$ cat config.mk
export PLATFORM = sky130hd
export DESIGN_NAME = exmem_wb_flat
export DESIGN_NICKNAME = d
export VERILOG_FILES = /design/src/rtl/exmem_wb_if.sv /design/src/rtl/exmem_wb.sv /design/src/flat_wrapper.sv
export SDC_FILE = /design/constraint.sdc
export NUM_CORES = 1
export LEC_CHECK = 0
export CORE_UTILIZATION = 40
export DETAILED_ROUTE_END_ITERATION = 7
export PLACE_DENSITY = 0.83
export SLEW_MARGIN = 30
export SYNTH_ARGS = -nofsm -noshare
export SYNTH_HDL_FRONTEND = slang
export SYNTH_SLANG_ARGS = --single-unit
$ cat constraint.sdc
create_clock -name clk -period 3.35 [get_ports clk]
set_clock_uncertainty 0.05 [all_clocks]
set_input_delay 0.5025 -clock clk [delete_from_list [all_inputs] [get_ports clk]]
set_output_delay 0.5025 -clock clk [all_outputs]
set_load 0.005 [all_outputs]
$ cat src/rtl/exmem_wb_if.sv
// EXMEM -> WB pipeline boundary: the EXMEM result and control signals in, the
// registered writeback entry, the forwarding selects and the retire count out.
interface exmem_wb_if #(
    parameter int unsigned RETIRE_W = 32
);
    logic [0:63]         EXMEM_ALU_out;
    logic [0:63]         dmem_data_out;
    logic                EXMEM_rD_data_select;
    logic                EXMEM_stall;
    logic [0:4]          EXMEM_rD;
    logic                EXMEM_wrEn;
    logic [0:2]          EXMEM_ppp;
    logic [0:4]          EXMEM_rA;
    logic [0:4]          EXMEM_rB;

    logic [0:63]         WB_data;
    logic [0:2]          WB_ppp;
    logic [0:4]          WB_rD;
    logic                WB_wrEn;
    logic                EXMEM_forward_rA;
    logic                EXMEM_forward_rB;
    logic [RETIRE_W-1:0] WB_retired;

    modport master (
        output EXMEM_ALU_out, dmem_data_out, EXMEM_rD_data_select, EXMEM_stall,
        output EXMEM_rD, EXMEM_wrEn, EXMEM_ppp, EXMEM_rA, EXMEM_rB,
        input  WB_data, WB_ppp, WB_rD, WB_wrEn, EXMEM_forward_rA, EXMEM_forward_rB,
        input  WB_retired
    );

    modport slave (
        input  EXMEM_ALU_out, dmem_data_out, EXMEM_rD_data_select, EXMEM_stall,
        input  EXMEM_rD, EXMEM_wrEn, EXMEM_ppp, EXMEM_rA, EXMEM_rB,
        output WB_data, WB_ppp, WB_rD, WB_wrEn, EXMEM_forward_rA, EXMEM_forward_rB,
        output WB_retired
    );
endinterface

$ cat src/rtl/exmem_wb.sv
// EXMEM/WB pipeline register: selects ALU or memory data, loads a bubble on a load
// stall, qualifies the register write by participation field, and forwards to EXMEM.
module exmem_wb #(
    parameter int unsigned RETIRE_W = 32
) (
    input  logic       clk,
    input  logic       reset,
    exmem_wb_if.slave  bus
);
    logic [0:63]         r_data;
    logic [0:2]          r_ppp;
    logic [0:4]          r_rd;
    logic                r_wr_en;
    logic [RETIRE_W-1:0] r_retired;

    logic [0:63]         w_sel_data;
    logic                w_ppp_legal;
    logic                w_wr_en;

    assign w_sel_data  = bus.EXMEM_rD_data_select ? bus.dmem_data_out : bus.EXMEM_ALU_out;
    // Encodings 101..111 are reserved: the entry is kept but never writes back.
    assign w_ppp_legal = (bus.EXMEM_ppp <= 3'b100);
    assign w_wr_en     = bus.EXMEM_wrEn & ~bus.EXMEM_stall & w_ppp_legal;

    always_ff @(posedge clk or negedge reset) begin
        if (!reset) begin
            r_data    <= '0;
            r_ppp     <= '0;
            r_rd      <= '0;
            r_wr_en   <= 1'b0;
            r_retired <= '0;
        end else begin
            if (bus.EXMEM_stall) begin
                r_data  <= '0;
                r_ppp   <= '0;
                r_rd    <= '0;
                r_wr_en <= 1'b0;
            end else begin
                r_data  <= w_sel_data;
                r_ppp   <= bus.EXMEM_ppp;
                r_rd    <= bus.EXMEM_rD;
                r_wr_en <= w_wr_en;
            end
            // Free-running count; wraps silently.
            if (w_wr_en) begin
                r_retired <= r_retired + RETIRE_W'(1);
            end
        end
    end

    assign bus.WB_data          = r_data;
    assign bus.WB_ppp           = r_ppp;
    assign bus.WB_rD            = r_rd;
    assign bus.WB_wrEn          = r_wr_en;
    assign bus.WB_retired       = r_retired;
    assign bus.EXMEM_forward_rA = r_wr_en & (r_rd == bus.EXMEM_rA);
    assign bus.EXMEM_forward_rB = r_wr_en & (r_rd == bus.EXMEM_rB);
endmodule

$ cat src/flat_wrapper.sv
// flat-port wrapper written by rule: the top's interface ports become plain ports
module exmem_wb_flat 
#(
    parameter int unsigned RETIRE_W = 32
)
  (clk, reset, bus_EXMEM_ALU_out, bus_dmem_data_out, bus_EXMEM_rD_data_select, bus_EXMEM_stall, bus_EXMEM_rD, bus_EXMEM_wrEn, bus_EXMEM_ppp, bus_EXMEM_rA, bus_EXMEM_rB, bus_WB_data, bus_WB_ppp, bus_WB_rD, bus_WB_wrEn, bus_EXMEM_forward_rA, bus_EXMEM_forward_rB, bus_WB_retired);
  exmem_wb_if #(.RETIRE_W(RETIRE_W)) bus_i ();
  input  logic clk;
  input  logic reset;
  input wire logic [$bits(bus_i.EXMEM_ALU_out)-1:0] bus_EXMEM_ALU_out;
  input wire logic [$bits(bus_i.dmem_data_out)-1:0] bus_dmem_data_out;
  input wire logic [$bits(bus_i.EXMEM_rD_data_select)-1:0] bus_EXMEM_rD_data_select;
  input wire logic [$bits(bus_i.EXMEM_stall)-1:0] bus_EXMEM_stall;
  input wire logic [$bits(bus_i.EXMEM_rD)-1:0] bus_EXMEM_rD;
  input wire logic [$bits(bus_i.EXMEM_wrEn)-1:0] bus_EXMEM_wrEn;
  input wire logic [$bits(bus_i.EXMEM_ppp)-1:0] bus_EXMEM_ppp;
  input wire logic [$bits(bus_i.EXMEM_rA)-1:0] bus_EXMEM_rA;
  input wire logic [$bits(bus_i.EXMEM_rB)-1:0] bus_EXMEM_rB;
  output wire logic [$bits(bus_i.WB_data)-1:0] bus_WB_data;
  output wire logic [$bits(bus_i.WB_ppp)-1:0] bus_WB_ppp;
  output wire logic [$bits(bus_i.WB_rD)-1:0] bus_WB_rD;
  output wire logic [$bits(bus_i.WB_wrEn)-1:0] bus_WB_wrEn;
  output wire logic [$bits(bus_i.EXMEM_forward_rA)-1:0] bus_EXMEM_forward_rA;
  output wire logic [$bits(bus_i.EXMEM_forward_rB)-1:0] bus_EXMEM_forward_rB;
  output wire logic [$bits(bus_i.WB_retired)-1:0] bus_WB_retired;
  assign bus_i.EXMEM_ALU_out = bus_EXMEM_ALU_out;
  assign bus_i.dmem_data_out = bus_dmem_data_out;
  assign bus_i.EXMEM_rD_data_select = bus_EXMEM_rD_data_select;
  assign bus_i.EXMEM_stall = bus_EXMEM_stall;
  assign bus_i.EXMEM_rD = bus_EXMEM_rD;
  assign bus_i.EXMEM_wrEn = bus_EXMEM_wrEn;
  assign bus_i.EXMEM_ppp = bus_EXMEM_ppp;
  assign bus_i.EXMEM_rA = bus_EXMEM_rA;
  assign bus_i.EXMEM_rB = bus_EXMEM_rB;
  assign bus_WB_data = bus_i.WB_data;
  assign bus_WB_ppp = bus_i.WB_ppp;
  assign bus_WB_rD = bus_i.WB_rD;
  assign bus_WB_wrEn = bus_i.WB_wrEn;
  assign bus_EXMEM_forward_rA = bus_i.EXMEM_forward_rA;
  assign bus_EXMEM_forward_rB = bus_i.EXMEM_forward_rB;
  assign bus_WB_retired = bus_i.WB_retired;
  exmem_wb #(.RETIRE_W(RETIRE_W)) u_core (.clk(clk), .reset(reset), .bus(bus_i));
endmodule
* Word level (Yosys, flattened, before mapping)
Cells that the tools add are included.
** Word-level totals
- Register bits after elaboration :: 105
- Output and inout bits :: 107
- Logic and storage cells :: 19
** Operators by class
- Add/subtract/negate cells :: 1
- Order comparisons :: 1
- Eq/ne operators :: 2
- Muxes and demuxes :: 5
- Bitwise operators :: 5
** Operators by type and width (count)
- 2-to-1 mux 64 bit :: 2
- adder 32 x 1 -> 32 bit, second input constant :: 1
- equality test 5 bit :: 2
- 2-to-1 mux 5 bit :: 1
- AND 1 bit :: 4
- less-or-equal comparator 3 bit, second input constant :: 1
- 2-to-1 mux 3 bit :: 1
- 2-to-1 mux 1 bit :: 1
- NOT 1 bit :: 1

* Longest topological paths before layout
Gate-level depths: netlist of run 1.
- Depth in word-level cells :: 4
- Mapped depth :: 6
- Gate-level depth less buffers :: 5

* Worst setup path before layout of run 1
OpenSTA, ideal clock, no wires.
- Kind :: in2reg
- Start point :: input port bus_EXMEM_stall
- End point :: register u_core.r_retired[28] (netlist: u_core.bus.WB_retired[28])
- Data arrival time :: 1.713 ns
- Required time :: 3.176 ns
- Slack :: 1.463 ns
- Stages on the path :: 6
- Cell sequence :: buf_2 nor2b_2 nand3_1 nor4_4 nand4_1 xnor2_1
** On the way
- Cells in the longest elaborated chain, start to end :: 3
** RTL lines
- start: declaration :: RTL line flat_wrapper.sv:13 : input wire logic [$bits(bus_i.EXMEM_stall)-1:0] bus_EXMEM_stall;
- NOT 1 bit :: RTL line exmem_wb.sv:23 : assign w_wr_en = bus.EXMEM_wrEn & ~bus.EXMEM_stall & w_ppp_legal;
- AND 1 bit (2 in a row) :: RTL line exmem_wb.sv:23
- end signal: assignment :: RTL line exmem_wb.sv:46 : r_retired <= r_retired + RETIRE_W'(1);
- end: declaration :: RTL line exmem_wb.sv:14 : logic [RETIRE_W-1:0] r_retired;
Every way passes these cells.
A chain may end at the register's enable or synchronous reset.

* Final worst setup path of run 1
- Start point :: input port bus_EXMEM_rA[2]
- End point :: output port bus_EXMEM_forward_rA
** On the way
- Cells in the longest elaborated chain, start to end :: 2
** RTL lines
- start: declaration :: RTL line flat_wrapper.sv:17 : input wire logic [$bits(bus_i.EXMEM_rA)-1:0] bus_EXMEM_rA;
- equality test 5 bit :: RTL line exmem_wb.sv:56 : assign bus.EXMEM_forward_rA = r_wr_en & (r_rd == bus.EXMEM_rA);
- AND 1 bit :: RTL line exmem_wb.sv:56
- end: declaration :: RTL line flat_wrapper.sv:23 : output wire logic [$bits(bus_i.EXMEM_forward_rA)-1:0] bus_EXMEM_forward_rA;
Every way passes these cells.

==> impl_metrics.env, run 1 <==
export IMPL_status="complete, no violations"
export IMPL_crit_fanout=1
export IMPL_post_cts_buffers=0
export IMPL_routed_via_density=4.79
export IMPL_hp_class="input port to async pin"
export IMPL_port_buffers=257
export IMPL_synth_top_area_cell="dfrtp_1"
export IMPL_fin_crit_ps=2780
export IMPL_power_internal_mw=2.15
export IMPL_numCtsBuffers=9
export IMPL_cts_tree="done"
export IMPL_finalCritPeriodShare=0.830
export IMPL_p_leak_nw=3.28
export IMPL_cts_hold_buf=0
export IMPL_fillers=779
export IMPL_finalHoldViolCount=0
export IMPL_synth_seq_cells=105
export IMPL_reg2reg_from="u_core.bus.WB_retired[0]"
export IMPL_syn_inst=363
export IMPL_finalMaxSlewViolations=0
export IMPL_dr_pass1_iters=4
export IMPL_insertion_delay_ps=360
export IMPL_syn_cell_area_mm2=0.00437
export IMPL_clkPwrFrac=0.304
export IMPL_path_cells="clkdlybuf4s50_1 -> xor2_1 -> nor4_1 -> and3_1 -> clkdlybuf4s50_1"
export IMPL_max_stage_delay_ps=510
export IMPL_r2r_cells=5
export IMPL_p_seq_frac=0.495
export IMPL_final_setup_tns_ps=0
export IMPL_top_level_ports=258
export IMPL_syn_num_nets=515
export IMPL_rows=37
export IMPL_max_cap_viol_count=0
export IMPL_crit_type="input port to primary output"
export IMPL_finalInstanceArea_mm2=0.00731
export IMPL_synth_area_per_cell_um2=12.0
export IMPL_place_area_mm2=0.00709
export IMPL_die_x_um=107
export IMPL_cts_sinks=105
export IMPL_rsz0062_at_grt="no"
export IMPL_cp_arrival_ps=2230
export IMPL_areaGrowthSynthToFinish_pct=67.2
export IMPL_grt_antenna_before_repair=0
export IMPL_synth_top_area_frac=0.601
export IMPL_cts_resized=0
export IMPL_post_synth_top_count_cell="dfrtp_1"
export IMPL_rr_endpoint="u_core.bus.WB_retired[28]"
export IMPL_worstMarginPinSlew_ps=740
export IMPL_clkTransAtPathRegs_ps=100
export IMPL_multi_input_area_mm2=0.00168
export IMPL_nNetsFinal=771
export IMPL_peakVddDrop_mv=0.260
export IMPL_yosysWarnings=0
export IMPL_place_congestion=0.843
export IMPL_relSlewSlack=0.506
export IMPL_synth_edf_count=0
export IMPL_synthTopCellsByArea="dfrtp_1 60%, mux2i_1 15%, nor2_1 6.1%"
export IMPL_worstSetupStartpointType="input port"
export IMPL_regArea_mm2=0.00263
export IMPL_ant_nets=0
export IMPL_yosysSeqAreaShare=0.601
export IMPL_switching_share=0.245
export IMPL_vias=3644
export IMPL_die_y_um=107
export IMPL_switchingPower_uw=697
export IMPL_final_setup_viol_count=0
export IMPL_critPathCaptureType="primary output"
export IMPL_initial_core_util=0.418
export IMPL_routedWlPerCell_um=16.3
export IMPL_cpMaxStageDelayCell="clkdlybuf4s50_1"
export IMPL_grt_pass1_wl_um=19400
export IMPL_clockBufferDepth=2
export IMPL_track_usage=0.224
export IMPL_reg2reg_setup_slack_ps=1380
export IMPL_powerDensity_mw_per_mm2=389
export IMPL_dieArea_mm2=0.0114
export IMPL_diodes=0
export IMPL_crit_family="buffers and inverters"
export IMPL_ctsHtreeMaxLevel=3
export IMPL_cts_root_buf="clkbuf_8"
export IMPL_drc_errors=0
export IMPL_ys_types=23
export IMPL_critical_path_required_ps=2800
export IMPL_grt_ovfl_total=0
export IMPL_yosys_top_cells_count="105 x dfrtp_1, 71 x nor2_1, 64 x mux2i_1"
export IMPL_fmax_mhz=359
export IMPL_grt_max_degree=73
export IMPL_drt_iter0_drc=104
export IMPL_synthArstFlopShare=1.00
export IMPL_cpMostUsedCell="clkdlybuf4s50_1"
export IMPL_synth_ff_type="dfrtp_1"
export IMPL_crit_buf_inv=2
export IMPL_grt_pass1_vias=3896
export IMPL_pwr_share_comb=0.201
export IMPL_drive_gt1_frac=0.0433
export IMPL_dpl_hpwl_um=9710
export IMPL_fp_coreArea_mm2=0.0105
export IMPL_drt_wl_total_um=12400
## cells in the final DEF (no fill, tap or decap), types with 3 or more instances in the layout
cell type / n
clkbuf_8: 9
mux2i_1: 64
xor2_1: 13
nand3_1: 17
buf_4: 3
nor2_1: 71
nor4_1: 3
dfrtp_1: 105
nand2_1: 14
nor2b_1: 8
clkdlybuf4s50_1: 254
xnor2_1: 28
and3_1: 7
nand4_1: 7
inv_6: 3
## worst register-to-register path, delay by kind of cell, from the launching register on
family | cells | cell delay, ps
flops | 1 | 440
simple gates | 3 | 1000
fa+ha+maj | 1 | 220
xor+xnor | 1 | 160
## metal layers
layer / vias to the layer above / part of all wire / track usage
li1: 1718 / - / -
met1: 1745 / 0.37 / 0.244
met2: 158 / 0.51 / 0.398
met3: 23 / 0.086 / 0.0822
met4: 0 / 0.025 / 0.0802
met5: - / 0 / 0
## worst max path at each step
stage / to / start / slack, ps / cells past startpoint
after detailed placement: bus_EXMEM_forward_rB / bus_EXMEM_rB[2] / 490 / 5
after CTS: bus_EXMEM_forward_rB / bus_EXMEM_rB[2] / 490 / 5
final: bus_EXMEM_forward_rA / bus_EXMEM_rA[2] / 570 / 5
after floorplan: u_core.bus.WB_retired[28] / bus_EXMEM_stall / 1460 / 6
after global placement: bus_EXMEM_forward_rB / bus_EXMEM_rB[2] / 520 / 5
after global routing: bus_EXMEM_forward_rB / bus_EXMEM_rB[2] / 410 / 5
## power by group through the flow
stage	clock, mW	combinational, mW	sequential (mW)
after floorplan	0	0.152	1.43
after global placement	0	0.561	1.43
after detailed placement	0	0.575	1.43
after CTS	0.892	0.578	1.41
after global routing	0.939	0.614	1.42
final	0.865	0.570	1.41
## through the flow
stage                     instances  total power [mW]  setup WS [ps]   util  hold slack [ps]
final                           760              2.84            568  0.699              133
after detailed placement        744              2.01            494  0.677              421
after floorplan                 363              1.59           1460      -              157
after global placement          744              1.99            519  0.677              411
after CTS                       760              2.88            494  0.699              138
after global routing            760              2.97            411  0.699              168
## layout make-up
class	instances	share of cell area
flip-flops and latches	105	0.359
clock inverters	7	0.0135
well taps	136	0.0233
repair buffers	260	0.357
inverters	1	0.000513
multi-input cells	242	0.229
clock buffers	9	0.0169
## sequential cells by signal, indices dropped and copies added (netlist names)
signal / cells
u_core.bus.WB_wrEn: 1
u_core.bus.WB_rD: 5
u_core.bus.WB_data: 64
u_core.bus.WB_retired: 32
u_core.bus.WB_ppp: 3
## cell families (layout without fill, tap and decap cells)
group / count (synthesis) / after routing / synth area share
and+or+nand+nor: 135 / 135 / 0.151
DFF: 105 / 105 / 0.601
muxes: 64 / 64 / 0.146
xor gates and xnor gates: 41 / 41 / 0.0821
buffers and inverters: 16 / 277 / 0.0157
adders and majority gates: 1 / 1 / 0.00286
AOI/OAI and AO/OA: 1 / 1 / 0.00114
No activity file was read; power rests on OpenSTA's default activity.
==> run 2, diff against run 1 <==
--- a/config.mk
+++ b/config.mk
@@ -5,9 +5,9 @@
 export SDC_FILE = /design/constraint.sdc
 export NUM_CORES = 1
 export LEC_CHECK = 0
-export CORE_UTILIZATION = 40
+export CORE_UTILIZATION = 34
 export DETAILED_ROUTE_END_ITERATION = 7
-export PLACE_DENSITY = 0.83
+export PLACE_DENSITY = 0.75
 export SLEW_MARGIN = 30
 export SYNTH_ARGS = -nofsm -noshare
 export SYNTH_HDL_FRONTEND = slang
==> constraint.sdc (replaced) <==
create_clock -name clk -period 2.3 [get_ports clk]
set_clock_uncertainty 0.05 [all_clocks]
set_input_delay 0.345 -clock clk [delete_from_list [all_inputs] [get_ports clk]]
set_output_delay 0.345 -clock clk [all_outputs]
set_load 0.005 [all_outputs]
==> impl_metrics.env, run 2 (synthesis results as in run 1) <==
export IMPL_ctsHtreeMaxLevel=3
export IMPL_cts_hold_buf=0
export IMPL_pwr_share_comb=0.188
export IMPL_grt_max_degree=106
export IMPL_dpl_hpwl_um=9410
export IMPL_finalHoldViolCount=0
export IMPL_grt_pass1_vias=3738
export IMPL_ant_nets=0
export IMPL_vias=3607
export IMPL_powerDensity_mw_per_mm2=589
export IMPL_routedWlPerCell_um=15.1
export IMPL_place_congestion=0.847
export IMPL_setup_ws_ps=285
export IMPL_fp_coreArea_mm2=0.0126
export IMPL_finalInstanceArea_mm2=0.00746
export IMPL_rows=41
export IMPL_drc_errors=0
export IMPL_p_seq_frac=0.468
export IMPL_largest_reg_flops=64
export IMPL_final_setup_tns_ps=0
export IMPL_status="complete, no violations"
export IMPL_top_level_ports=258
export IMPL_worstSetupStartpointType="flop"
export IMPL_rsz0062_at_grt="no"
export IMPL_fin_crit_ps=2020
export IMPL_final_setup_viol_count=0
export IMPL_p_leak_nw=3.35
export IMPL_drt_iter0_drc=167
export IMPL_fmax_mhz=496
export IMPL_insertion_delay_ps=340
export IMPL_numCtsBuffers=9
export IMPL_clkTransAtPathRegs_ps=60
export IMPL_hp_class="input port to async pin"
export IMPL_fillers=1045
export IMPL_power_internal_mw=3.37
export IMPL_crit_fanout=3
export IMPL_grt_pass1_wl_um=18800
export IMPL_finalCritPeriodShare=0.876
export IMPL_dr_pass1_iters=4
export IMPL_routed_via_density=4.50
export IMPL_relSlewSlack=0.498
export IMPL_cts_sinks=105
export IMPL_critical_path_required_ps=1900
export IMPL_die_y_um=115
export IMPL_drt_wl_total_um=12100
export IMPL_place_area_mm2=0.00716
export IMPL_dieArea_mm2=0.0133
export IMPL_regArea_mm2=0.00263
export IMPL_crit_type="flop to primary output"
export IMPL_port_buffers=257
export IMPL_die_x_um=115
export IMPL_nNetsFinal=775
export IMPL_grt_ovfl_total=0
export IMPL_clkPwrFrac=0.344
export IMPL_max_cap_viol_count=0
export IMPL_place_ws_ps=21.6
export IMPL_cts_root_buf="clkbuf_16"
export IMPL_multi_input_area_mm2=0.00168
export IMPL_r2r_cells=5
export IMPL_finalMaxSlewViolations=0
export IMPL_areaGrowthSynthToFinish_pct=70.6
export IMPL_cp_arrival_ps=1620
export IMPL_peakVddDrop_mv=0.401
export IMPL_switchingPower_mw=1.02
export IMPL_switching_share=0.232
export IMPL_final_common_cell="clkdlybuf4s50_1"
export IMPL_cts_resized=3
export IMPL_cp_startpoint="u_core.bus.WB_rD[2]"
export IMPL_clockBufferDepth=2
export IMPL_layout_common_cells="252 x clkdlybuf4s50_1, 104 x dfrtp_1, 71 x nor2_1"
export IMPL_grt_antenna_before_repair=0
export IMPL_critPathCaptureType="primary output"
export IMPL_reg2reg_from="u_core.bus.WB_retired[2]"
export IMPL_post_cts_buffers=0
export IMPL_worstMarginPinSlew_ps=754
export IMPL_track_usage=0.189
export IMPL_drive_gt1_frac=0.0510
export IMPL_cts_tree="done"
export IMPL_initial_core_util=0.348
## run 2: layout make-up
class | count | area share
Clock inverter | 6 | 0.00771
Sequential cell | 105 | 0.352
Timing Repair Buffer | 264 | 0.354
Inverter | 1 | 0.000503
Antenna cell | 1 | 0.000335
Multi-Input combinational cell | 242 | 0.225
Clock buffer | 10 | 0.0320
Tap cell | 172 | 0.0288
## run 2: per-layer routing
| metal | vias up | part of all wire | GRT usage |
|---|---|---|---|
| met1 | 1719 | 0.36 | 0.203 |
| met2 | 144 | 0.52 | 0.323 |
| met4 | 0 | 0.022 | 0.0762 |
| met3 | 16 | 0.097 | 0.0853 |
| met5 | - | 0 | 0 |
| li1 | 1728 | - | - |
## run 2: per-stage QoR
stage          total power [mW]  hold slack [ps]  utilization  instances
2_1_floorplan              2.31           -0.591            -        363
3_3_place_gp               2.91              404        0.570        784
3_5_place_dp               2.93              413        0.570        784
4_1_cts                    4.45             34.1        0.593        800
5_1_grt                    4.62             60.5        0.593        800
6_report                   4.39             14.2        0.594        801
## run 2: power by group through the flow
stage | combinational [mW] | clock [mW] | sequential, mW
floorplan | 0.221 | 0 | 2.09
global placement | 0.829 | 0 | 2.08
detailed placement | 0.837 | 0 | 2.09
CTS | 0.842 | 1.56 | 2.06
global route | 0.906 | 1.64 | 2.07
finish | 0.827 | 1.51 | 2.05
## run 2: critical path, stage by stage, from the launching register on
cell and delay (ps):
dfrtp_2 440, xor2_1 170, nor4_1 240, and3_1 190, dlygate4sd2_1 230
## run 2: path summary, 6_finish.rpt
path | to | slack (ps)
worst max-delay path | bus_EXMEM_forward_rB | 280
worst min-delay path | u_core.bus.WB_retired[11] | 10
worst max register to register | u_core.bus.WB_retired[28] | 490
worst min register to register | u_core.bus.WB_retired[31] | 430
max in group asynchronous | u_core.bus.WB_rD[2] | 1770
min in group clk | u_core.bus.WB_data[22] | 410
